File: src/rtl/id_fwd_stage.sv
// Decode stage for the MIPS32 logic/shift/LUI/no-op subset with operand forwarding,
// load-use stall detection and the ID/EX pipeline register feeding EX.
module id_fwd_stage #(
  parameter int DATA_W  = 32,
  parameter int REG_AW  = 5,
  parameter int NUM_FWD = 2
) (
  input  logic                        clk,
  input  logic                        rst,
  input  logic [31:0]                 pc_i,
  input  logic [31:0]                 inst_i,
  input  logic                        inst_valid_i,
  input  logic                        stall_i,
  input  logic                        flush_i,
  output logic                        reg1_read_o,
  output logic                        reg2_read_o,
  output logic [REG_AW-1:0]           reg1_addr_o,
  output logic [REG_AW-1:0]           reg2_addr_o,
  input  logic [DATA_W-1:0]           reg1_data_i,
  input  logic [DATA_W-1:0]           reg2_data_i,
  input  logic [NUM_FWD-1:0]          fwd_wreg_i,
  input  logic [NUM_FWD*REG_AW-1:0]   fwd_wd_i,
  input  logic [NUM_FWD*DATA_W-1:0]   fwd_wdata_i,
  input  logic                        ex_is_load_i,
  output logic                        stallreq_o,
  output logic [7:0]                  ex_aluop_o,
  output logic [2:0]                  ex_alusel_o,
  output logic [DATA_W-1:0]           ex_reg1_o,
  output logic [DATA_W-1:0]           ex_reg2_o,
  output logic [REG_AW-1:0]           ex_wd_o,
  output logic                        ex_wreg_o,
  output logic [31:0]                 ex_pc_o,
  output logic                        ex_inst_invalid_o
);

  localparam logic [7:0] EXE_NOP_OP    = 8'b0000_0000;
  localparam logic [7:0] EXE_AND_OP    = 8'b0010_0100;
  localparam logic [7:0] EXE_OR_OP     = 8'b0010_0101;
  localparam logic [7:0] EXE_XOR_OP    = 8'b0010_0110;
  localparam logic [7:0] EXE_NOR_OP    = 8'b0010_0111;
  localparam logic [7:0] EXE_SLL_OP    = 8'b0111_1100;
  localparam logic [7:0] EXE_SRL_OP    = 8'b0000_0010;
  localparam logic [7:0] EXE_SRA_OP    = 8'b0000_0011;
  localparam logic [2:0] EXE_RES_NOP   = 3'b000;
  localparam logic [2:0] EXE_RES_LOGIC = 3'b001;
  localparam logic [2:0] EXE_RES_SHIFT = 3'b010;

  logic [5:0]        op_s;
  logic [4:0]        rs_s;
  logic [4:0]        rt_s;
  logic [4:0]        rd_s;
  logic [4:0]        sa_s;
  logic [5:0]        funct_s;
  logic [7:0]        aluop_s;
  logic [2:0]        alusel_s;
  logic              rd1_s;
  logic              rd2_s;
  logic [REG_AW-1:0] wd_s;
  logic              wreg_s;
  logic [DATA_W-1:0] imm_s;
  logic              invalid_s;
  logic [DATA_W-1:0] op1_s;
  logic [DATA_W-1:0] op2_s;
  logic [REG_AW-1:0] ex_wd0_s;
  logic              load_bubble_s;

  assign op_s    = inst_i[31:26];
  assign rs_s    = inst_i[25:21];
  assign rt_s    = inst_i[20:16];
  assign rd_s    = inst_i[15:11];
  assign sa_s    = inst_i[10:6];
  assign funct_s = inst_i[5:0];

  // Lowest forwarding slot wins; address 0 reads as zero; an unread port takes the immediate.
  function automatic logic [DATA_W-1:0] pick_operand(
    input logic                      rd_en,
    input logic [REG_AW-1:0]         addr,
    input logic [DATA_W-1:0]         imm,
    input logic [DATA_W-1:0]         rf_data,
    input logic [NUM_FWD-1:0]        wreg,
    input logic [NUM_FWD*REG_AW-1:0] wd,
    input logic [NUM_FWD*DATA_W-1:0] wdata
  );
    logic [DATA_W-1:0] v;
    v = rf_data;
    for (int k = NUM_FWD - 1; k >= 0; k--) begin
      v = (wreg[k] && (wd[k*REG_AW +: REG_AW] == addr)) ? wdata[k*DATA_W +: DATA_W] : v;
    end
    v = (addr == '0) ? '0 : v;
    return rd_en ? v : imm;
  endfunction

  // Instruction decode
  always_comb begin
    aluop_s   = EXE_NOP_OP;
    alusel_s  = EXE_RES_NOP;
    rd1_s     = 1'b0;
    rd2_s     = 1'b0;
    wd_s      = '0;
    wreg_s    = 1'b0;
    imm_s     = '0;
    invalid_s = 1'b0;
    if (inst_valid_i) begin
      case (op_s)
        6'h00: begin
          case (funct_s)
            6'h24, 6'h25, 6'h26, 6'h27, 6'h04, 6'h06, 6'h07: begin
              if (sa_s == 5'd0) begin
                rd1_s    = 1'b1;
                rd2_s    = 1'b1;
                wreg_s   = 1'b1;
                wd_s     = REG_AW'(rd_s);
                alusel_s = funct_s[5] ? EXE_RES_LOGIC : EXE_RES_SHIFT;
                case (funct_s)
                  6'h24:   aluop_s = EXE_AND_OP;
                  6'h25:   aluop_s = EXE_OR_OP;
                  6'h26:   aluop_s = EXE_XOR_OP;
                  6'h27:   aluop_s = EXE_NOR_OP;
                  6'h04:   aluop_s = EXE_SLL_OP;
                  6'h06:   aluop_s = EXE_SRL_OP;
                  default: aluop_s = EXE_SRA_OP;
                endcase
              end else begin
                invalid_s = 1'b1;
              end
            end
            6'h0F: begin
              invalid_s = 1'b0;
            end
            6'h00, 6'h02, 6'h03: begin
              if (rs_s == 5'd0) begin
                rd2_s    = 1'b1;
                wreg_s   = 1'b1;
                wd_s     = REG_AW'(rd_s);
                imm_s    = DATA_W'(sa_s);
                alusel_s = EXE_RES_SHIFT;
                case (funct_s)
                  6'h00:   aluop_s = EXE_SLL_OP;
                  6'h02:   aluop_s = EXE_SRL_OP;
                  default: aluop_s = EXE_SRA_OP;
                endcase
              end else begin
                invalid_s = 1'b1;
              end
            end
            default: invalid_s = 1'b1;
          endcase
        end
        6'h0C, 6'h0D, 6'h0E: begin
          rd1_s    = 1'b1;
          wreg_s   = 1'b1;
          wd_s     = REG_AW'(rt_s);
          imm_s    = DATA_W'(inst_i[15:0]);
          alusel_s = EXE_RES_LOGIC;
          case (op_s)
            6'h0C:   aluop_s = EXE_AND_OP;
            6'h0D:   aluop_s = EXE_OR_OP;
            default: aluop_s = EXE_XOR_OP;
          endcase
        end
        6'h0F: begin
          // LUI is OR of $0 with the shifted immediate, so the rs field must be zero.
          if (rs_s == 5'd0) begin
            rd1_s    = 1'b1;
            wreg_s   = 1'b1;
            wd_s     = REG_AW'(rt_s);
            imm_s    = DATA_W'({inst_i[15:0], 16'h0000});
            alusel_s = EXE_RES_LOGIC;
            aluop_s  = EXE_OR_OP;
          end else begin
            invalid_s = 1'b1;
          end
        end
        6'h33: begin
          invalid_s = 1'b0;
        end
        default: invalid_s = 1'b1;
      endcase
    end else begin
      invalid_s = 1'b0;
    end
  end

  assign reg1_read_o = rd1_s;
  assign reg2_read_o = rd2_s;
  assign reg1_addr_o = REG_AW'(rs_s);
  assign reg2_addr_o = REG_AW'(rt_s);

  assign op1_s = pick_operand(rd1_s, REG_AW'(rs_s), imm_s, reg1_data_i, fwd_wreg_i, fwd_wd_i, fwd_wdata_i);
  assign op2_s = pick_operand(rd2_s, REG_AW'(rt_s), imm_s, reg2_data_i, fwd_wreg_i, fwd_wd_i, fwd_wdata_i);

  assign ex_wd0_s   = fwd_wd_i[REG_AW-1:0];
  assign stallreq_o = !rst && !flush_i && ex_is_load_i && fwd_wreg_i[0] && (ex_wd0_s != '0) &&
                      ((rd1_s && (REG_AW'(rs_s) == ex_wd0_s)) || (rd2_s && (REG_AW'(rt_s) == ex_wd0_s)));

  assign load_bubble_s = rst || flush_i || (!stall_i && (stallreq_o || !inst_valid_i));

  // ID/EX register: reset/flush, then hold on stall, then bubble or capture
  always_ff @(posedge clk) begin
    if (load_bubble_s) begin
      ex_aluop_o        <= EXE_NOP_OP;
      ex_alusel_o       <= EXE_RES_NOP;
      ex_reg1_o         <= '0;
      ex_reg2_o         <= '0;
      ex_wd_o           <= '0;
      ex_wreg_o         <= 1'b0;
      ex_pc_o           <= 32'h0000_0000;
      ex_inst_invalid_o <= 1'b0;
    end else if (!stall_i) begin
      ex_aluop_o        <= aluop_s;
      ex_alusel_o       <= alusel_s;
      ex_reg1_o         <= op1_s;
      ex_reg2_o         <= op2_s;
      ex_wd_o           <= wd_s;
      ex_wreg_o         <= wreg_s && (wd_s != '0);
      ex_pc_o           <= invalid_s ? 32'h0000_0000 : pc_i;
      ex_inst_invalid_o <= invalid_s;
    end
  end

endmodule

File: config.mk
export PLATFORM = sky130hd
export DESIGN_NAME = id_fwd_stage
export DESIGN_NICKNAME = d
export VERILOG_FILES = /design/src/rtl/id_fwd_stage.sv
export SDC_FILE = /design/constraint.sdc
export NUM_CORES = 1
export LEC_CHECK = 0
export ABC_AREA = 1
export CAP_MARGIN = 20
export CORE_MARGIN = 4
export CORE_UTILIZATION = 40
export DETAILED_ROUTE_END_ITERATION = 8
export PLACE_DENSITY = 0.77
export REMOVE_ABC_BUFFERS = 1
export SYNTH_ARGS = -nofsm -noshare
export SYNTH_HDL_FRONTEND = slang
export SYNTH_SLANG_ARGS = --single-unit
File: constraint.sdc
create_clock -name clk -period 4.8 [get_ports clk]
set_input_delay 0.72 -clock clk [delete_from_list [all_inputs] [get_ports clk]]
set_output_delay 0.72 -clock clk [all_outputs]
set_load 0.02 [all_outputs]
-- Word-level counts from Yosys, hierarchy flattened
Index checks and enable logic that the tools add are counted.
- reductions and logical operators: 32
- mux-type cells: 51
- eq/ne operators: 21
- operators by type and width (cell ; number):
    $mux W32 ; 11
    $pmux W32 S3 ; 1
    $pmux W7 S6 ; 1
    $eq A5 B5 Y1 ; 6
    $eq A6 B4 Y1 const B ; 5
    $eq A6 B6 Y1 const B ; 5
    $mux W5 ; 6
    $pmux W7 S2 ; 2
    $mux W7 ; 3
    $pmux W7 S3 ; 1
    $eq A6 B3 Y1 const B ; 3
    $logic_not A5 Y1 ; 3
    $pmux W5 S3 ; 1
    $logic_and A1 B1 Y1 ; 13
    $eq A6 B2 Y1 const B ; 2
    $logic_not A6 Y1 ; 2
    $pmux W1 S3 ; 4
    $mux W1 ; 11
    $pmux W5 S2 ; 1
    $reduce_bool A5 Y1 ; 2
    $mux W2 ; 4
    $pmux W2 S2 ; 2
    $reduce_or A7 Y1 ; 1
    $mux W6 ; 1
    6 further kinds ; 13
- bits of input ports: 210
- output and inout bits: 127
- register bits after elaboration: 114

-- Depth between registers and ports, before layout
Gate-level depths: netlist of run 1.
- depth after elaboration: 11
- mapped depth: 17

-- Least setup slack after synthesis of run 1
No wires, ideal clock.
- path kind: input -> output
- start: in inst_i[29]
- end: out reg2_read_o
- stages on the path: 8
- required time: 4.080 ns
- path slack: 2.321 ns
- arrival: 1.759 ns
- cells stage by stage: nor2_2 > nand4_2 > inv_2 > buf_2 > nand2_2 > nand2_2 > nand2_2 > inv_1
- longest elaborated chain between the ends: 3
- RTL lines (what ; line ; RTL):
    start, declared ; 11 ; input logic [31:0] inst_i,
    $logic_not A6 Y1 ; 104 ; case (op_s)
    $mux W1 ; 104 ;
    $mux W1 ; 103 ; if (inst_valid_i) begin
    end, declared ; 16 ; output logic reg2_read_o,
Every way passes these cells.

-- Worst setup path in the final report of run 1
- start: in inst_i[1]
- end: out reg2_read_o
- longest elaborated chain between the ends: 5
- elaborated cells between the ends (all ways): 15
- those cells by class: eq/ne: 9; mux: 3; reduce/logical: 3
- RTL lines (what ; line ; RTL):
    $eq A6 B6 Y1, or another cell as far along ; 106 ; case (funct_s)
    $reduce_or A7 Y1 / $reduce_or A3 Y1 (equally long branches) ; 106 ;
    $pmux W1 S2 * ; 106 ;
    $mux W1 * ; 104 ;
    $mux W1 * ; 103 ;
Mark *: on every way between the ends. The rest lies on a longest branch, timed or not.

==> impl_metrics.env, run 1 <==
export IMPL_rows=49
export IMPL_place_area_um2=10600
export IMPL_die_h_um=143
export IMPL_peakVddDrop_mv=0.149
export IMPL_rsz0062_at_grt="no"
export IMPL_die_w_um=143
export IMPL_hold_depth=2
export IMPL_insertion_delay_ps=350
export IMPL_cts_tree="done"
export IMPL_mostFrequentLayoutCells="333 x clkdlybuf4s50_1, 318 x nand2_1, 128 x nand3_1"
export IMPL_ios=337
export IMPL_drive_gt1_frac=0.0732
export IMPL_cts_setup_buffers=0
export IMPL_setup_tns_ps=0
export IMPL_first_pass_iters=6
export IMPL_htreeDepth=3
export IMPL_ys_ff_latch=109
export IMPL_post_drt_via_cell_ratio=5.39
export IMPL_grt_max_degree=94
export IMPL_synth_distinct_cells=38
export IMPL_skew_ps=0
export IMPL_antenna_left=0
export IMPL_place_congestion=0.886
export IMPL_power_density_nw_per_um2=203
export IMPL_yosys_warnings=0
export IMPL_cp_start_kind="input pin"
export IMPL_drv_cap=0
export IMPL_track_usage=0.273
export IMPL_drt_iter0_drc=775
export IMPL_grt_first_pass_wirelength_um=44600
export IMPL_numCtsBuffers=9
export IMPL_start_util=0.406
export IMPL_endpoint_kind="primary output"
export IMPL_n_fill_cell=1714
export IMPL_ys_seq_area_frac=0.300
export IMPL_required_ps=4080
export IMPL_slew_violations=0
export IMPL_root_buffer="clkbuf_16"
export IMPL_worst_setup_path_type="input pin to primary output"
export IMPL_syn_area_per_cell_um2=6.18
export IMPL_status="completed"
export IMPL_final_util=0.609
export IMPL_hold_class="flip-flop to flip-flop"
export IMPL_place_inst=1659
export IMPL_syn_area_um2=7280
export IMPL_cp_max_fo=15
export IMPL_routed_via_count=9045
export IMPL_r2r_cells=3
export IMPL_syn2layout_area_growth_pct=49.8
export IMPL_post_drt_wl_per_cell_um=17.7
export IMPL_clockBufferDepth=2
export IMPL_cts_sink_count=109
export IMPL_hold_slack_ps=465
export IMPL_worst_pin_slew_ps=902
export IMPL_fin_crit_ps=4010
export IMPL_synth_area_leaders="dfxtp_1 30%, nand2_1 16%, nand3_1 8.9%"
export IMPL_netlist_instances=1177
export IMPL_p_leak_nw=4.47
export IMPL_final_area_um2=10900
export IMPL_clk_pin_slew_ps=80
export IMPL_fin_cells=1677
export IMPL_final_common_cell="clkdlybuf4s50_1"
export IMPL_hold_buffers=0
export IMPL_yosys_area_top_type_share=0.300
export IMPL_finalSetupViolations=0
export IMPL_max_freq_mhz=250
export IMPL_maxSlewHeadroom=0.398
export IMPL_cp_data_arrival_time_ps=3290
export IMPL_die_area_um2=20400
export IMPL_grt_pass1_vias=8245
export IMPL_nets=1653
export IMPL_antenna_found_initial=0
export IMPL_hold_violations=0
export IMPL_p_total_mw=2.21
export IMPL_multiInputGateArea_um2=4280
export IMPL_cts_resized=0
export IMPL_hpwlAfterDp_um=21600
export IMPL_port_buffers=334
export IMPL_regArea_um2=2180
export IMPL_antenna_cells=0
export IMPL_pre_cts_ws_ps=849
export IMPL_setup_ws_ps=793
export IMPL_min_period_over_period=0.835
export IMPL_grt_overflow=0
export IMPL_yosys_area_top_type="dfxtp_1"
export IMPL_core_area_um2=17900
export IMPL_wirelength_um=29700
export IMPL_drc_errors=0
[worst max-delay path, cell delays in order]
cell and delay [ps]:
clkdlybuf4s50_1 610, inv_1 140, nand2_1 90, nand3_2 130
nor2_4 230, nand2_2 130, nand2_2 110, nand2_2 210
inv_1 270, clkdlybuf4s50_1 640
[synthesized netlist by cell type]
| library cell | n |
|---|---|
| o21ai_0 | 64 |
| o211ai_1 | 14 |
| or2_1 | 1 |
| clkbuf_1 | 49 |
| nor2_4 | 6 |
| inv_2 | 10 |
| a22oi_1 | 6 |
| nand4_1 | 42 |
| o21bai_1 | 3 |
| a21oi_1 | 76 |
| nor2_8 | 2 |
| a32oi_1 | 1 |
| nand3_1 | 130 |
| a21o_1 | 1 |
| inv_1 | 89 |
| a21oi_4 | 1 |
| o31ai_1 | 7 |
| a31oi_1 | 22 |
| nor2_1 | 84 |
| nand3_2 | 5 |
| nand4_4 | 1 |
| buf_4 | 17 |
| buf_2 | 24 |
| nand2_2 | 6 |
| nand4_2 | 1 |
| buf_1 | 1 |
| conb_1 | 1 |
| nor3_1 | 9 |
| nand2_1 | 318 |
| or2_2 | 32 |
| clkinv_1 | 1 |
| dfxtp_1 | 109 |
| o22ai_1 | 6 |
| nor2_2 | 7 |
| buf_6 | 2 |
| o21ai_1 | 22 |
| xor2_1 | 5 |
| nand2_4 | 2 |
[per-layer routing]
metal	wire, um	global-route usage	vias up
met5	0	0	-
met4	838	0.0970	0
met3	2560	0.0399	63
met2	14200	0.459	462
met1	12100	0.358	4116
li1	-	-	4404
[flip-flops by register name, summed over array words and instances, names as in the netlist]
signal             cells
ex_wd_o                5
ex_reg1_o             32
ex_alusel_o            2
ex_inst_invalid_o      1
ex_pc_o               32
ex_aluop_o             4
ex_reg2_o             32
ex_wreg_o              1
[final cells by class]
class | count | area share
multi-input combinational | 876 | 0.393
timing repair buffer | 347 | 0.320
sequential | 109 | 0.200
inverter | 100 | 0.0347
tap | 229 | 0.0263
clock buffer | 9 | 0.0207
clock inverter | 7 | 0.00539
[where the power goes]
part / total, mW / switching (mW) / internal, mW
Sequential: 0.923 / 0.00625 / 0.917
Clock: 0.751 / 0.389 / 0.362
Combinational: 0.538 / 0.273 / 0.266
[kinds of logic after synthesis]
| family | after synthesis | share of synthesized area |
|---|---|---|
| other | 1 | 0.000515 |
| AOI/OAI and AO/OA | 223 | 0.171 |
| DFF | 109 | 0.300 |
| and+or+nand+nor | 646 | 0.408 |
| xor gates and xnor gates | 5 | 0.00602 |
| buffers and inverters | 193 | 0.115 |
[final timing paths]
kind                   to  slack, ps         start
max reg2reg  ex_reg1_o[8]       3960  ex_reg1_o[8]
max           reg2_read_o        790     inst_i[1]
min reg2reg    ex_pc_o[9]        460    ex_pc_o[9]
min            ex_pc_o[9]        460    ex_pc_o[9]
Note: power is estimated with default switching activity, not from simulation.
==> run 2, diff against run 1 <==
clock period = 3.7 ns   (was 4.8 ns; I/O delays follow)
==> run 2 against run 1 <==
Compared with the run above:
- setup slack worse by 520 ps
- highest routed layer unchanged
- die area stayed put
- critical path depth stayed put
- largest power group unchanged
- final area is 0.94% higher
- critical path type unchanged
- core utilization is 0.57 points higher
- worst hold slack worse by 3.3 ps
- sequential share of layout area is 0.19 points lower
- register-to-register slack worse by 1100 ps
- combinational power is 30% higher
- sequential power is 30% higher
- cell count is 0.66% higher
- first-iteration DRC count is 3.7% lower
==> impl_metrics.env, run 2 (same netlist as run 1, synthesis figures left out) <==
export IMPL_status="completed"
export IMPL_die_w_um=143
export IMPL_clk_pin_slew_ps=70
export IMPL_ios=337
export IMPL_cp_data_arrival_time_ps=2870
export IMPL_wirelength_um=29600
export IMPL_hold_violations=0
export IMPL_rows=49
export IMPL_cts_tree="done"
export IMPL_antenna_cells=0
export IMPL_core_area_um2=17900
export IMPL_maxSlewHeadroom=0.550
export IMPL_drc_errors=0
export IMPL_nets=1664
export IMPL_finalSetupViolations=0
export IMPL_clockBufferDepth=2
export IMPL_cts_setup_buffers=0
export IMPL_slew_violations=0
export IMPL_worst_pin_slew_ps=675
export IMPL_final_common_cell="clkdlybuf4s50_1"
export IMPL_gr_usage_met3=0.0472
export IMPL_antenna_left=0
export IMPL_grt_overflow=0
export IMPL_htreeDepth=3
export IMPL_drt_iter0_drc=746
export IMPL_final_area_um2=11000
export IMPL_antenna_found_initial=0
export IMPL_syn2layout_area_growth_pct=51.2
export IMPL_hold_buffers=0
export IMPL_grt_use_met2=0.451
export IMPL_fin_cells=1688
export IMPL_place_area_um2=10700
export IMPL_grt_pass1_vias=8408
export IMPL_hold_class="flip-flop to flip-flop"
export IMPL_cp_start_kind="input pin"
export IMPL_mostFrequentLayoutCells="333 x clkdlybuf4s50_1, 318 x nand2_1, 128 x nand3_1"
export IMPL_post_drt_via_cell_ratio=5.36
export IMPL_die_area_um2=20400
export IMPL_p_total_mw=2.95
export IMPL_max_freq_mhz=292
export IMPL_hold_slack_ps=461
export IMPL_routed_via_count=9042
export IMPL_root_buffer="clkbuf_16"
export IMPL_rsz0062_at_grt="no"
export IMPL_fin_crit_ps=3430
export IMPL_insertion_delay_ps=350
export IMPL_skew_ps=0
export IMPL_pre_cts_ws_ps=307
export IMPL_p_leak_nw=4.54
export IMPL_post_drt_wl_per_cell_um=17.5
export IMPL_setup_tns_ps=0
export IMPL_min_period_over_period=0.926
export IMPL_required_ps=3140
export IMPL_drv_cap=0
export IMPL_grt_first_pass_wirelength_um=45100
export IMPL_die_h_um=143
export IMPL_reg_largest_list="ex_pc_o: 32 flops, ex_reg1_o: 32 flops, ex_reg2_o: 32 flops"
export IMPL_setup_ws_ps=273
export IMPL_port_buffers=334
export IMPL_final_util=0.615
export IMPL_grt_max_degree=74
export IMPL_hpwlAfterDp_um=21900
export IMPL_start_util=0.406
export IMPL_grtUsageMet1=0.366
export IMPL_drive_gt1_frac=0.0802
export IMPL_cp_max_fo=7
export IMPL_peakVddDrop_mv=0.204
export IMPL_cts_resized=0
export IMPL_n_fill_cell=1708
export IMPL_first_pass_iters=6
export IMPL_numCtsBuffers=9
export IMPL_worst_setup_path_type="input pin to primary output"
export IMPL_place_inst=1672
export IMPL_top_usage_layer="met2"
export IMPL_cts_sink_count=109
export IMPL_endpoint_kind="primary output"
export IMPL_power_density_nw_per_um2=268
export IMPL_place_congestion=0.905
export IMPL_track_usage=0.276
run 2: cell types whose count changed in the layout (fill, tap and decap cells not counted):
cell        delta
buf_4         +11
clkinvlp_4     -2
inv_8          -1
clkbuf_8       +2
buf_12         +2
bufinv_16      +1
buf_16         -2
clkinv_2       -1
clkinv_4       +1
run 2: worst max-delay path, stage by stage:
cell and delay, ps:
clkdlybuf4s50_1 620, inv_1 130, nand2_1 90, nand3_2 120
nor2_4 210, nand2_2 120, nand2_2 120, nand2_2 70
inv_1 170, clkdlybuf4s50_1 660
run 2: per-layer routing:
metal  vias to the layer above  share of wire
met2                       459           0.47
met3                        57          0.086
met5                         -              0
met1                      4093           0.41
li1                       4433              -
met4                         0          0.034
run 2: report_power, final:
group	total, mW	switching, mW	internal (mW)
Sequential	1.20	0.00775	1.19
Clock	1.05	0.479	0.572
Combinational	0.699	0.354	0.345
Total	2.95	0.841	2.11
run 2: worst paths after layout:
check	from	end	slack (ps)	depth (start not counted)
min reg2reg	ex_reg2_o[29]	ex_reg2_o[29]	460	2
max reg2reg	ex_reg2_o[4]	ex_reg2_o[4]	2870	3
min	ex_reg2_o[29]	ex_reg2_o[29]	460	2
max	inst_i[1]	reg2_read_o	270	10
run 2: area by class of cell:
cell class | count | area (um^2) | area share
inverter | 100 | 378 | 0.0343
clock buffer | 11 | 253 | 0.0230
clock inverter | 5 | 66.3 | 0.00603
tap | 229 | 287 | 0.0260
multi-input combinational | 876 | 4280 | 0.389
timing repair buffer | 358 | 3560 | 0.323
sequential | 109 | 2180 | 0.198
